==> src/rtl/mc_mem_arbiter.sv <==
// Two-requester (CPU / DMA) arbiter and sequencer for the unified memory port.
// Alternating priority on contention, ready-handshake memory, timeout with err.
module mc_mem_arbiter #(
    parameter int AW       = 32,
    parameter int DW       = 32,
    parameter int WAIT_MAX = 15
) (
    input  logic          clk,
    input  logic          rst,
    input  logic          cpu_req,
    input  logic          cpu_we,
    input  logic [AW-1:0] cpu_addr,
    input  logic [DW-1:0] cpu_wdata,
    output logic [DW-1:0] cpu_rdata,
    output logic          cpu_ack,
    input  logic          dma_req,
    input  logic          dma_we,
    input  logic [AW-1:0] dma_addr,
    input  logic [DW-1:0] dma_wdata,
    output logic [DW-1:0] dma_rdata,
    output logic          dma_ack,
    output logic          mem_en,
    output logic          mem_we,
    output logic [AW-1:0] mem_addr,
    output logic [DW-1:0] mem_wdata,
    input  logic [DW-1:0] mem_rdata,
    input  logic          mem_ready,
    output logic          gnt_cpu,
    output logic          gnt_dma,
    output logic          err,
    output logic [1:0]    fsm_state
);

    // Handshake: a requester holds req (with we/addr/wdata stable) until it
    // sees its one-cycle ack; memory completes an access in any ACCESS cycle
    // where mem_ready is high, and mem_ready is ignored in every other state.
    typedef enum logic [1:0] {
        IDLE   = 2'd0,
        ACCESS = 2'd1,
        DONE   = 2'd2
    } state_t;

    localparam logic [7:0] WAIT_LAST = 8'(WAIT_MAX - 1);

    state_t     state;
    logic       last_dma;
    logic [7:0] wait_cnt;
    logic       pick_cpu;
    logic       pick_dma;

    // On a tie the requester that did not win last time gets the port.
    assign pick_cpu  = cpu_req && (!dma_req || last_dma);
    assign pick_dma  = dma_req && !pick_cpu;
    assign fsm_state = state;

    always_ff @(posedge clk) begin
        if (rst) begin
            state     <= IDLE;
            last_dma  <= 1'b1;
            wait_cnt  <= '0;
            mem_en    <= 1'b0;
            mem_we    <= 1'b0;
            mem_addr  <= '0;
            mem_wdata <= '0;
            cpu_ack   <= 1'b0;
            dma_ack   <= 1'b0;
            cpu_rdata <= '0;
            dma_rdata <= '0;
            gnt_cpu   <= 1'b0;
            gnt_dma   <= 1'b0;
            err       <= 1'b0;
        end else begin
            case (state)
                IDLE: begin
                    if (pick_cpu || pick_dma) begin
                        mem_en    <= 1'b1;
                        mem_we    <= pick_cpu ? cpu_we    : dma_we;
                        mem_addr  <= pick_cpu ? cpu_addr  : dma_addr;
                        mem_wdata <= pick_cpu ? cpu_wdata : dma_wdata;
                        gnt_cpu   <= pick_cpu;
                        gnt_dma   <= pick_dma;
                        last_dma  <= pick_dma;
                        wait_cnt  <= '0;
                        state     <= ACCESS;
                    end
                end
                ACCESS: begin
                    if (mem_ready) begin
                        if (!mem_we) begin
                            if (gnt_cpu) cpu_rdata <= mem_rdata;
                            else         dma_rdata <= mem_rdata;
                        end
                        mem_en  <= 1'b0;
                        mem_we  <= 1'b0;
                        cpu_ack <= gnt_cpu;
                        dma_ack <= gnt_dma;
                        state   <= DONE;
                    end else if (wait_cnt == WAIT_LAST) begin
                        if (gnt_cpu) cpu_rdata <= '0;
                        else         dma_rdata <= '0;
                        mem_en  <= 1'b0;
                        mem_we  <= 1'b0;
                        cpu_ack <= gnt_cpu;
                        dma_ack <= gnt_dma;
                        err     <= 1'b1;
                        state   <= DONE;
                    end else begin
                        wait_cnt <= wait_cnt + 8'd1;
                    end
                end
                DONE: begin
                    cpu_ack <= 1'b0;
                    dma_ack <= 1'b0;
                    err     <= 1'b0;
                    gnt_cpu <= 1'b0;
                    gnt_dma <= 1'b0;
                    state   <= IDLE;
                end
                default: state <= IDLE;
            endcase
        end
    end

endmodule

==> config.mk <==
export PLATFORM = sky130hd
export DESIGN_NAME = mc_mem_arbiter
export DESIGN_NICKNAME = d
export VERILOG_FILES = /design/src/rtl/mc_mem_arbiter.sv
export SDC_FILE = /design/constraint.sdc
export NUM_CORES = 1
export LEC_CHECK = 0
export BUFFER_PORTS_ARGS = -buffer_cell sky130_fd_sc_hd__buf_2
export CAP_MARGIN = 20
export CORE_MARGIN = 3
export CORE_UTILIZATION = 36
export CTS_CLUSTER_SIZE = 8
export DETAILED_ROUTE_END_ITERATION = 12
export GPL_TIMING_DRIVEN = 0
export HOLD_SLACK_MARGIN = 0.15
export PLACE_DENSITY = 0.66
export SLEW_MARGIN = 0
export SYNTH_ARGS = -nofsm -noshare
export SYNTH_HDL_FRONTEND = slang
export SYNTH_SLANG_ARGS = --single-unit
==> constraint.sdc <==
create_clock -name clk -period 3.2 [get_ports clk]
set_input_delay 0.16 -clock clk [delete_from_list [all_inputs] [get_ports clk]]
set_output_delay 0.16 -clock clk [all_outputs]
set_load 0.01 [all_outputs]
==> impl_results.rst <==
.. list-table::
   :header-rows: 1

   * - Metric
     - Value
   * - Maximum fanout encountered on the critical timing path
     - 10
   * - First-iteration detailed-routing DRC count
     - 261
   * - Footprint of the multi-input gates
     - 0.002674 mm²
   * - Sort of element at the end of the critical path
     - register
   * - Core occupancy in the finished layout
     - 61.99%
   * - Post-synth design cell area
     - 0.005906 mm²
   * - P&R area growth vs syn
     - 67.35%
   * - Seq. cell area
     - 0.002923 mm²
   * - Leakage power of the design
     - 4.674 nW
   * - Maximum number of pins on one net before global-route repair
     - 17
   * - Number of sinks driven by the clock tree
     - 146
   * - Row cnt
     - 46
   * - Dpl cell area
     - 0.007687 mm²
   * - Number of hold violations in the final report
     - 0
   * - Global-route wire length before repair
     - 36.24 mm
   * - Worst hold margin
     - 173.4 ps
   * - First-pass iteration count of the detailed router
     - 5
   * - Maximum root-to-sink buffer count
     - 2
   * - Total detailed-routing wirelength
     - 23.06 mm
   * - Unique masters post-synth
     - 48
   * - Post-layout min period
     - 2898 ps
   * - Die Height
     - 134.1 µm
   * - Type of the worst setup path
     - register to register
   * - Proportion of synthesized flip-flops having asynchronous set or reset
     - 0%
   * - CTS Root Buffer Type
     - sky130_fd_sc_hd__clkbuf_16
   * - Total of flip-flops plus latches after synthesis
     - 146
   * - Worst Max-Slew Pin Slew
     - 969.3 ps
   * - Number of enable flip-flop cells after synthesis
     - 0
   * - Net total in the final layout
     - 1296
   * - Chip Width
     - 134.1 µm
   * - Share of post-route cells with drive strength above 1
     - 31.51%
   * - Dominant cell type by area after synthesis
     - sky130_fd_sc_hd__dfxtp_1
   * - Fraction of post-synthesis cell area in the top cell type by area
     - 49.49%
   * - Ranking of synthesized cells by area
     - sky130_fd_sc_hd__dfxtp_1, sky130_fd_sc_hd__a311oi_1, sky130_fd_sc_hd__a22o_1
   * - Pwr Density
     - 556.4 mW/mm²
   * - H-Tree Depth
     - 4
   * - Non-Filler Cell Area, Final
     - 0.009883 mm²
   * - Data required time of the worst path
     - 3560 ps
   * - Total power
     - 5.500 mW
   * - Routed vias/inst
     - 5.247
   * - Number of filler cells placed in the layout
     - 1341
   * - Number of pins with negative max-slew slack in the final report
     - 0
   * - Critical Path AT
     - 3260 ps
   * - Startpoint kind of the worst setup timing path
     - register
   * - Standard cell core area
     - 0.01594 mm²
   * - Clock transition at path regs
     - 60 ps
   * - Full die area
     - 0.01798 mm²
   * - Ratio of final minimum period to clock period
     - 90.55%
   * - Nets in the synthesized netlist
     - 814
   * - Number of I/O port buffers
     - 302
   * - Total number of vias
     - 7094
   * - Setup repair after global routing missed its margin
     - false
   * - Total overflow reported by the global router
     - 0
   * - Dominant register cell in the synthesized netlist
     - sky130_fd_sc_hd__dfxtp_1
   * - Most frequent standard cell in the layout excluding fill and tap cells
     - sky130_fd_sc_hd__buf_2
   * - CTS tree
     - built
   * - Final setup violation count
     - 0
   * - Number of global-route vias before repair
     - 7113
   * - Synthesized area divided by synthesized cell count
     - 9.213 µm²
   * - Post-route setup TNS
     - 0 ps
   * - Number of antenna-violating nets in the routed design
     - 0
   * - Worst-Skew Late Latency
     - 420 ps
   * - Slew margin rel.
     - 34.47%
   * - I/O pin count
     - 304
   * - Outcome
     - finished clean
   * - Final Skew
     - 11.33 ps
   * - Fmax
     - 345.1 MHz
   * - Instance count of the mapped netlist
     - 641
   * - Routability-driven placement congestion ratio
     - 0.9108
   * - Average wire per cell in the routed design
     - 17.06 µm
   * - Yosys warns
     - 0
   * - Initial antenna violation count
     - 0
   * - Remaining DRCs
     - 0
   * - Most used cells in the layout excluding fill and tap cells
     - sky130_fd_sc_hd__buf_2, sky130_fd_sc_hd__dlygate4sd3_1, sky130_fd_sc_hd__dfxtp_1
   * - Overall Global Routing Usage
     - 24.92%
   * - Number of buffers inserted during clock tree synthesis
     - 17
   * - VDD IR-drop max
     - 0.0003563 V
   * - Seq/Total Area, Yosys
     - 49.49%
   * - Postcts setup bufs
     - 0
   * - Worst hold path type
     - input pin to register
   * - Number of maximum-capacitance constraint violations
     - 0
   * - Ant. Diodes
     - 0
   * - Detailed-placement wirelength estimate
     - 15.77 mm
   * - Initial cell density of the core
     - 37.04%
==> Yosys cell counts (2+ instances only) <==
cell,count
sky130_fd_sc_hd__clkbuf_1,42
sky130_fd_sc_hd__dfxtp_1,146
sky130_fd_sc_hd__buf_1,2
sky130_fd_sc_hd__o21a_1,2
sky130_fd_sc_hd__nand3_1,70
sky130_fd_sc_hd__nor4_1,2
sky130_fd_sc_hd__a31oi_1,4
sky130_fd_sc_hd__o21ai_0,10
sky130_fd_sc_hd__a21oi_1,12
sky130_fd_sc_hd__inv_1,7
sky130_fd_sc_hd__nand4_1,3
sky130_fd_sc_hd__nand4b_1,2
sky130_fd_sc_hd__buf_2,9
sky130_fd_sc_hd__ha_1,6
sky130_fd_sc_hd__and3b_1,2
sky130_fd_sc_hd__nand3b_1,2
sky130_fd_sc_hd__a32oi_1,2
sky130_fd_sc_hd__nor3_1,3
sky130_fd_sc_hd__nor2_1,72
sky130_fd_sc_hd__nor2b_1,5
sky130_fd_sc_hd__nand2b_1,5
sky130_fd_sc_hd__a311oi_1,66
sky130_fd_sc_hd__nand2_1,73
sky130_fd_sc_hd__a22o_1,64
sky130_fd_sc_hd__buf_6,6
sky130_fd_sc_hd__a31oi_4,2
==> state kept, by name, summed over array words and instances (netlist names) <==
| register | cells |
|---|---|
| fsm_state | 2 |
| last_dma | 1 |
| cpu_rdata | 32 |
| err | 1 |
| gnt_cpu | 1 |
| mem_we | 1 |
| mem_addr | 32 |
| dma_rdata | 32 |
| mem_wdata | 32 |
| cpu_ack | 1 |
| mem_en | 1 |
| dma_ack | 1 |
| wait_cnt | 8 |
| gnt_dma | 1 |
==> kinds of logic (layout without fill, tap and decap cells) <==
| kind of cell | after synthesis | count (layout) | share of synthesized area [%] |
|---|---|---|---|
| buf+inv | 67 | 562 | 5.233 |
| compound gates | 174 | 174 | 24.70 |
| fa+ha+maj | 6 | 6 | 1.271 |
| mux | 1 | 1 | 0.1695 |
| flops | 146 | 146 | 49.49 |
| simple gates | 247 | 247 | 19.13 |
==> timing repair <==
item                                   in CTS  in global routing
endpoints found under the hold margin     129                  0
hold buffers                              161                  0
gates resized for setup                     0                  0
setup endpoints to repair                   0                  0
==> report_power, final <==
part | internal, mW | total [mW] | switching [mW]
sequential | 2.00 | 2.13 | 0.122
combinational | 0.668 | 1.39 | 0.721
clock | 1.11 | 1.98 | 0.876
total | 3.78 | 5.50 | 1.72
==> final cells by class <==
class,instances,share of cell area [%]
repair buffers,463,31.60
inverters,7,0.2659
clock buffers,17,4.304
flip-flops and latches,146,29.57
clock inverters,15,1.608
multi-input cells,428,27.05
well taps,216,2.735
plain buffers,60,2.861
==> worst max-delay path: stages (launching register included) <==
cell                            delay, ps
sky130_fd_sc_hd__dfxtp_1              340
sky130_fd_sc_hd__inv_1                110
sky130_fd_sc_hd__ha_1                 150
sky130_fd_sc_hd__clkbuf_2             200
sky130_fd_sc_hd__o21a_1               170
sky130_fd_sc_hd__clkbuf_1             440
sky130_fd_sc_hd__clkbuf_1             460
sky130_fd_sc_hd__nor2_1                90
sky130_fd_sc_hd__a311oi_1             280
sky130_fd_sc_hd__dlygate4sd3_1        590
==> path summary, 6_finish.rpt <==
check                           slack (ps)                    endpoint  depth (start not counted)                       start
worst max-delay path                   300    mem_addr[6]$_SDFFE_PP0P_                          9   fsm_state[1]$_SDFFE_PP0P_
worst min-delay path                   170         mem_we$_SDFFE_PP0P_                          4                      dma_we
worst max register to register         300    mem_addr[6]$_SDFFE_PP0P_                          9   fsm_state[1]$_SDFFE_PP0P_
worst min register to register         470  dma_rdata[26]$_SDFFE_PP0P_                          1  dma_rdata[26]$_SDFFE_PP0P_
==> metal layers <==
metal	share of wire, %	vias up	wire length, µm	GRT usage [%]
met1	39	3290	9002	28.58
met4	5.4	0	1251	13.63
met3	7.9	79	1819	6.677
met5	0	-	0	0
li1	-	3366	-	-
met2	48	359	10990	42.31
==> stage by stage <==
step                      cells  setup slack, ps
after floorplan             641             1378
after CTS                  1352            363.3
after global placement     1159            921.2
after global routing       1352            122.6
after detailed placement   1159            889.6
final                      1352            302.3
(Power assumes the default switching activity.)
